## src/rtl/cpu_scan.sv

```systemverilog
// 8-bit accumulator CPU with a full 26-flop scan chain.
// Chain layout (LSB first): PC[5:0], AC[7:0], IR[7:0], ST[3:0]; so taps the ST MSB.
module cpu_scan (
  input  logic       clk,
  input  logic       global_reset,
  input  logic       reset,
  input  logic [7:0] data_bus_in,
  input  logic       si,
  input  logic       NbarT,
  output logic [5:0] adr_bus,
  output logic       rd_mem,
  output logic       wr_mem,
  output logic [7:0] data_bus_out,
  output logic       so
);

  typedef enum logic [3:0] {
    StIdle   = 4'b0000,
    StFetch  = 4'b0001,
    StDecode = 4'b0010,
    StExec   = 4'b0011
  } state_e;

  localparam logic [1:0] OpLda = 2'b00;
  localparam logic [1:0] OpSta = 2'b01;
  localparam logic [1:0] OpAdd = 2'b10;
  localparam logic [1:0] OpJmp = 2'b11;

  logic [5:0]  pc_q, pc_d;
  logic [7:0]  ac_q, ac_d;
  logic [7:0]  ir_q, ir_d;
  state_e      st_q, st_d;
  logic [25:0] chain;
  logic [25:0] chain_shift;

  assign chain        = {st_q, ir_q, ac_q, pc_q};
  assign chain_shift  = {chain[24:0], si};
  assign so           = chain[25];
  assign data_bus_out = ac_q;

  // Functional next state and Moore outputs; illegal states fall to the defaults.
  always_comb begin
    pc_d    = pc_q;
    ac_d    = ac_q;
    ir_d    = ir_q;
    st_d    = StIdle;
    adr_bus = pc_q;
    rd_mem  = 1'b0;
    wr_mem  = 1'b0;
    case (st_q)
      StIdle: begin
        st_d = StFetch;
      end
      StFetch: begin
        rd_mem = 1'b1;
        ir_d   = data_bus_in;
        pc_d   = pc_q + 6'd1;
        st_d   = StDecode;
      end
      StDecode: begin
        adr_bus = ir_q[5:0];
        st_d    = StExec;
      end
      StExec: begin
        adr_bus = ir_q[5:0];
        st_d    = StFetch;
        case (ir_q[7:6])
          OpLda: begin
            rd_mem = 1'b1;
            ac_d   = data_bus_in;
          end
          OpSta: begin
            wr_mem = 1'b1;
          end
          OpAdd: begin
            rd_mem = 1'b1;
            ac_d   = ac_q + data_bus_in;
          end
          OpJmp: begin
            pc_d = ir_q[5:0];
          end
          default: ;
        endcase
      end
      default: ;
    endcase
  end

  // State register: global reset, then partial reset, then scan shift, then capture.
  always_ff @(posedge clk) begin
    if (global_reset) begin
      pc_q <= '0;
      ac_q <= '0;
      ir_q <= '0;
      st_q <= StIdle;
    end else if (reset) begin
      pc_q <= '0;
      st_q <= StIdle;
    end else if (NbarT) begin
      pc_q <= chain_shift[5:0];
      ac_q <= chain_shift[13:6];
      ir_q <= chain_shift[21:14];
      st_q <= state_e'(chain_shift[25:22]);
    end else begin
      pc_q <= pc_d;
      ac_q <= ac_d;
      ir_q <= ir_d;
      st_q <= st_d;
    end
  end

endmodule

```

## config.mk

```make
export PLATFORM = sky130hd
export DESIGN_NAME = cpu_scan
export DESIGN_NICKNAME = d
export VERILOG_FILES = /design/src/rtl/cpu_scan.sv
export SDC_FILE = /design/constraint.sdc
export NUM_CORES = 1
export LEC_CHECK = 0
export CAP_MARGIN = 20
export CORE_ASPECT_RATIO = 1.25
export CORE_MARGIN = 10
export CORE_UTILIZATION = 40
export CTS_CLUSTER_DIAMETER = 30
export DETAILED_ROUTE_END_ITERATION = 12
export PLACE_DENSITY = 0.72
export SYNTH_ARGS = -nofsm -noshare
export SYNTH_HDL_FRONTEND = slang
export SYNTH_SLANG_ARGS = --single-unit
```

## constraint.sdc

```tcl
create_clock -name clk -period 6.2 [get_ports clk]
set_input_delay 0.93 -clock clk [delete_from_list [all_inputs] [get_ports clk]]
set_output_delay 0.93 -clock clk [all_outputs]
set_load 0.02 [all_outputs]
```

==> results of run 1 <==
==> routing by layer <==
metal,part of all wire [%],up-vias,routed length (um)
met5,0,-,0
met4,0.49,0,23
met3,4.2,2,201
met2,51,26,2391
met1,45,836,2117
li1,-,889,-
==> power groups by stage <==
stage	Sequential, mW	Combinational, mW	Clock [mW]
after global placement	0.189	0.0874	0
after CTS	0.185	0.0893	0.112
after global routing	0.187	0.0992	0.119
after detailed placement	0.189	0.0889	0
final	0.186	0.0892	0.110
after floorplan	0.188	0.0588	0
==> logic make-up after synthesis <==
group	share of synthesized area (%)
mux	10.18
compound gates	27.02
fa+ha+maj	6.518
xor+xnor	2.851
simple gates	20.98
flops	28.24
buf+inv	4.209
==> stage by stage <==
step / setup WS [ps] / power (mW)
finish: 3026 / 0.3846
floorplan: 3614 / 0.2468
detailed placement: 2932 / 0.2781
global route: 2829 / 0.4054
global placement: 3014 / 0.2766
CTS: 3001 / 0.3866
==> cell usage in the layout (no fill, tap or decap), drive strengths merged, types with 2 or more instances in the layout <==
cell type,netlist,routed
o41ai,2,2
a211oi,12,12
xnor2,2,2
a211o,4,4
nand2b,7,7
nand2,22,22
xor2,4,4
nand3b,2,2
nand3,8,8
a21o,2,2
or3,2,2
a311oi,2,2
o21ai,12,12
a21oi,22,22
o31ai,2,2
ha,8,8
o211ai,3,3
a31oi,2,2
mux2i,12,12
and3,6,6
clkbuf,11,4
nor2b,2,2
nor2,23,23
mux2,6,6
nor3,3,3
dfxtp,26,26
a31o,2,2
nor3b,2,2
clkdlybuf4s50,0,29
inv,6,6
o31a,2,2
==> flip-flops by register name, indices dropped and copies added, names as in the netlist <==
| name | cells |
|---|---|
| data_bus_out | 8 |
| ir_q | 8 |
| pc_q | 6 |
| st_q | 4 |
==> path summary, 6_finish.rpt <==
kind	end	cells past startpoint
min reg2reg	data_bus_out[1]	2
min	data_bus_out[1]	2
max reg2reg	data_bus_out[6]	8
max	wr_mem	3
==> worst register-to-register path, stage by stage, from the launching register on <==
cell,delay (ps)
dfxtp_1,390
ha_1,190
inv_1,60
fa_1,370
nand2b_1,190
a211oi_1,320
nor3_1,100
o31a_1,290
o41ai_2,260
==> layout make-up <==
type                            instances  area [um^2]
Multi-Input combinational cell        185         1245
Inverter                                6        22.52
Sequential cell                        26        520.5
Timing Repair Buffer                   30        297.8
Fill cell                             445         2212
Clock buffer                            4        55.05
Tap cell                               58        72.57
==> results.ini, run 1 <==
[sta]
tightest_slew_ps=948.2
hold_slack_ps=501.7
finalClockSkew_ps=8.704
timing.final.crit_share_pct=51.19
setup_tns_ps=0
period_needed_ps=3174
timing.slew.headroom_pct=36.55
clock.fmax_mhz=315.1
slew_violations=0
setup-violations-final=0
rsz0062_at_grt=no
report.final.hold_viol_count=0

[final_layout]
fin_nets=274
post-route-util_pct=50.01
drive_gt1_share_pct=3.984
fin_area_um2=2213
syn_to_final_growth_pct=20.09
final-instance-count-excl-fill=309
n_antenna_cell=0

[logic_synthesis]
postSynthCellCount=231
synthTopCellsByCount=dfxtp_1 (26), nor2_1 (23), nand2_1 (22), a21oi_1 (21)
mappedNetlistNets=253
yosysTopAreaCell=dfxtp_1
ys.warnings.count=0
ys_async_sr_fraction_pct=0
synth_cell_types=46
synth.area.top_cells=dfxtp_1 (28%), mux2i_1 (6.5%), a21oi_1 (5.7%)
yosysMostFrequentCell=dfxtp_1
synthFlopType=dfxtp_1
syn-mean-instance-area_um2=7.978
synthDominantCellAreaShare_pct=28.24
ys_seq_elements=26
synth_area_um2=1843
ys_seq_area_share_pct=28.24
synth_edf_count=0

[clocking]
post_cts_resized=0
cts_setup_buffers=0
clk_pin_slew_ps=90
numCtsBuffers=3
cts_max_level=1
clock_path_buffers=2
holdBufCountCts=0
clock-sinks=26
clock-root-buffer=clkbuf_8
worstSkewPairLatency_ps=270
cts_tree=done

[floorplanning]
ioPinCount=30
die_x_um=80.71
core_um2=4425
die_h_um=95.89
die_area_um2=7739
initial_core_util_pct=41.65
rows=27

[global_route]
gr-total-overflow=0
grt_pass1_vias=1695
grt_busiest_layer=met2
grt_use_met3_pct=2.985
grt_pass1_wl_um=7866
met1_usage_pct=14.30
grt_start_max_net_pins=47
grt_usage_pct=12.27
grt_antenna_before_repair=0
grtUsageMet2_pct=21.88

[drt]
first_pass_iters=4
drc=0
vias=1753
finalWirelength_um=4734
drtIter0Drc=120
viasPerCell=5.673
final_antenna_net_count=0
routedWlPerCell_um=15.32

[setup_path]
worstSetupStartpointType=register
worst-endpoint-arrival_ps=2240
critPathTopFamily=simple AND/OR/NAND/NOR gates
slowest_stage=clkdlybuf4s50_1
crit_path_max_fanout=12
path_cells=nand4bb_1, nor3b_1, clkdlybuf4s50_1
r2r_slack_ps=3950
end_kind=output port
critical_path_class=reg -> out
max_stage_delay_ps=640
worstPathRequired_ps=5270
crit_buf_inv=1
critPathLaunch=st_q[1]
r2r-start=data_bus_out[0]

[power]
pwr-share-comb_pct=23.2
leakage_nw=0.8428
powerDensity_nw_per_um2=173.8
switching_share_pct=29.35
vdd_drop_max_mv=0.1379
power_frac_seq_pct=48.2
power.switching_mw=0.1129
power.internal_mw=0.2717
pwr-share-clk_pct=28.6

[place]
io_buffers=29
placed_cell_area_um2=2158
dp_hpwl_um=3549
place_inst=305
place.gp.congestion=0.8624

[flow_run]
drv_cap=0

[worst_hold_path]
hold_path.startpoint=data_bus_out[1]
hp-class=reg -> reg

[outcome]
outcome=completed

Power figures use the tool's default switching activity.
==> run 2: changes to the inputs <==
==> constraint.sdc (replaced) <==
create_clock -name clk -period 3.1 [get_ports clk]
set_input_delay 0.465 -clock clk [delete_from_list [all_inputs] [get_ports clk]]
set_output_delay 0.465 -clock clk [all_outputs]
set_load 0.02 [all_outputs]
==> run 2 against run 1 <==
  * Critical path depth increased by 6
  * Cell area increased by 2.8%
  * Non-clock buffer count increased by 6
  * Sequential power increased by 99%
  * Utilization increased by 1.4 points
  * Combinational power increased by 110%
  * Highest routed layer unchanged
==> results.ini, run 2 (synthesized netlist as in run 1, its figures left out) <==
[outcome]
outcome=completed

[global_route]
grt_pass1_vias=1750  ; +3.2%
grt_usage_pct=12.31  ; +0.040 points
grt_antenna_before_repair=0  ; unchanged
gr-total-overflow=0  ; unchanged
grt_pass1_wl_um=7928  ; +0.79%
grt_start_max_net_pins=27  ; -43%

[place]
io_buffers=29  ; unchanged
dp_hpwl_um=3679  ; +3.7%
place.gp.congestion=0.9038  ; +4.8%
placed_cell_area_um2=2203  ; +2.1%

[sta]
report.final.hold_viol_count=0  ; unchanged
setup_tns_ps=0  ; unchanged
timing.slew.headroom_pct=65.95  ; +29 points
finalClockSkew_ps=2.862  ; -5.842 ps
timing.final.crit_share_pct=81.71
setup-violations-final=0  ; unchanged
period_needed_ps=2533
tightest_slew_ps=509.7  ; -438.4 ps
slew_violations=0  ; unchanged
clock.fmax_mhz=394.8
rsz0062_at_grt=no

[floorplanning]
ioPinCount=30  ; unchanged
initial_core_util_pct=41.65  ; unchanged
rows=27  ; unchanged
core_um2=4425  ; unchanged
die_area_um2=7739  ; unchanged
die_h_um=95.89  ; unchanged
die_x_um=80.71  ; unchanged

[drt]
final_antenna_net_count=0  ; unchanged
viasPerCell=5.667  ; -0.11%
drc=0  ; unchanged
vias=1785  ; +1.8%
routedWlPerCell_um=15.21  ; -0.74%
first_pass_iters=4  ; unchanged
drtIter0Drc=86  ; -28%
finalWirelength_um=4790  ; +1.2%

[setup_path]
critPathLaunch=data_bus_in[0]
r2r-start=data_bus_out[0]
worstPathRequired_ps=3280  ; -1990 ps
worstSetupStartpointType=input pin
worst-endpoint-arrival_ps=2720  ; +480 ps
r2r_slack_ps=860  ; -3090 ps
critical_path_class=in -> reg
end_kind=register
crit_path_max_fanout=3  ; -9

[final_layout]
fin_nets=280  ; +2.2%
n_antenna_cell=0  ; unchanged
fin_area_um2=2275  ; +2.8%
mostFrequentLayoutCells=clkdlybuf4s50_1 (29), dfxtp_1 (26), nor2_1 (23), nand2_1 (22), a21oi_1 (21)
syn_to_final_growth_pct=23.42
drive_gt1_share_pct=6.226  ; +2.2 points
final_common_cell=clkdlybuf4s50_1

[worst_hold_path]
hold_path.startpoint=data_bus_out[1]
hp-class=reg -> reg

[power]
pwr-share-comb_pct=21.9  ; -1.3 points
pwr-share-clk_pct=33.8  ; +5.2 points
power.switching_mw=0.2313  ; +100%
powerDensity_nw_per_um2=368.6  ; +110%
power_frac_seq_pct=44.3  ; -3.9 points
leakage_nw=0.8780  ; +4.2%
switching_share_pct=27.59  ; -1.8 points
vdd_drop_max_mv=0.1733  ; +26%
power.internal_mw=0.6071  ; +120%

[clocking]
clock_path_buffers=2  ; unchanged
clk_pin_slew_ps=90  ; about the same
cts_tree=done
worstSkewPairLatency_ps=270  ; about the same
cts_max_level=1  ; unchanged
cts_setup_buffers=0  ; unchanged
numCtsBuffers=3  ; unchanged
holdBufCountCts=0  ; unchanged
post_cts_resized=0  ; unchanged
clock-root-buffer=clkbuf_8
clock-sinks=26  ; unchanged

[flow_run]
drv_cap=0  ; unchanged

run 2: cell types whose count changed in the layout (fill, tap and decap cells not counted), sizes merged:
cell    delta
clkbuf     -1
buf        +6
bufinv     +1
run 2: routing by layer:
metal / track usage [%] / vias up / share of wire [%]
li1: - / 901 / -
met1: 13.55 / 848 / 43
met2: 22.74 / 30 / 52
met3: 2.985 / 6 / 4.4
met4: 3.468 / 0 / 1.1
met5: 0 / - / 0
run 2: final timing paths:
check / endpoint / cells after the start
setup / recovery: data_bus_out[6] / 9
hold / removal: data_bus_out[1] / 2
setup reg to reg: data_bus_out[6] / 8
hold reg to reg: data_bus_out[1] / 2
run 2: power by group through the flow:
stage	Clock, mW	Combinational (mW)	Sequential, mW
floorplan	0	0.118	0.376
global placement	0	0.180	0.378
detailed placement	0	0.184	0.378
CTS	0.291	0.185	0.371
global route	0.298	0.204	0.374
finish	0.284	0.184	0.371
run 2: area by class of cell:
cell class	instances	area [um^2]
clock buffer	3	41.29
multi-input combinational	185	1245
inverter	6	22.52
timing repair buffer	36	342.8
clock inverter	1	30.03
sequential	26	520.5
fill	417	2151
tap	58	72.57
run 2: worst max-delay path, cell delays in order:
cell,delay [ps]
clkdlybuf4s50_1,510
ha_1,180
inv_1,60
fa_1,370
nand2b_1,190
a211oi_1,290
nor3_1,90
o31a_1,300
o41ai_2,270
run 2: metrics by stage:
step           utilization, %  cells  total power [mW]  setup WS, ps  hold WS [ps]
6_report                51.40    315            0.8384         566.9         502.3
5_1_grt                 51.40    315            0.8765         468.9         525.5
4_1_cts                 51.40    315            0.8464         565.0         506.9
3_5_place_dp            49.79    311            0.5621         268.2         493.2
3_3_place_gp            49.79    311            0.5587         380.3         487.5
2_1_floorplan               -    231            0.4936         930.8         465.4
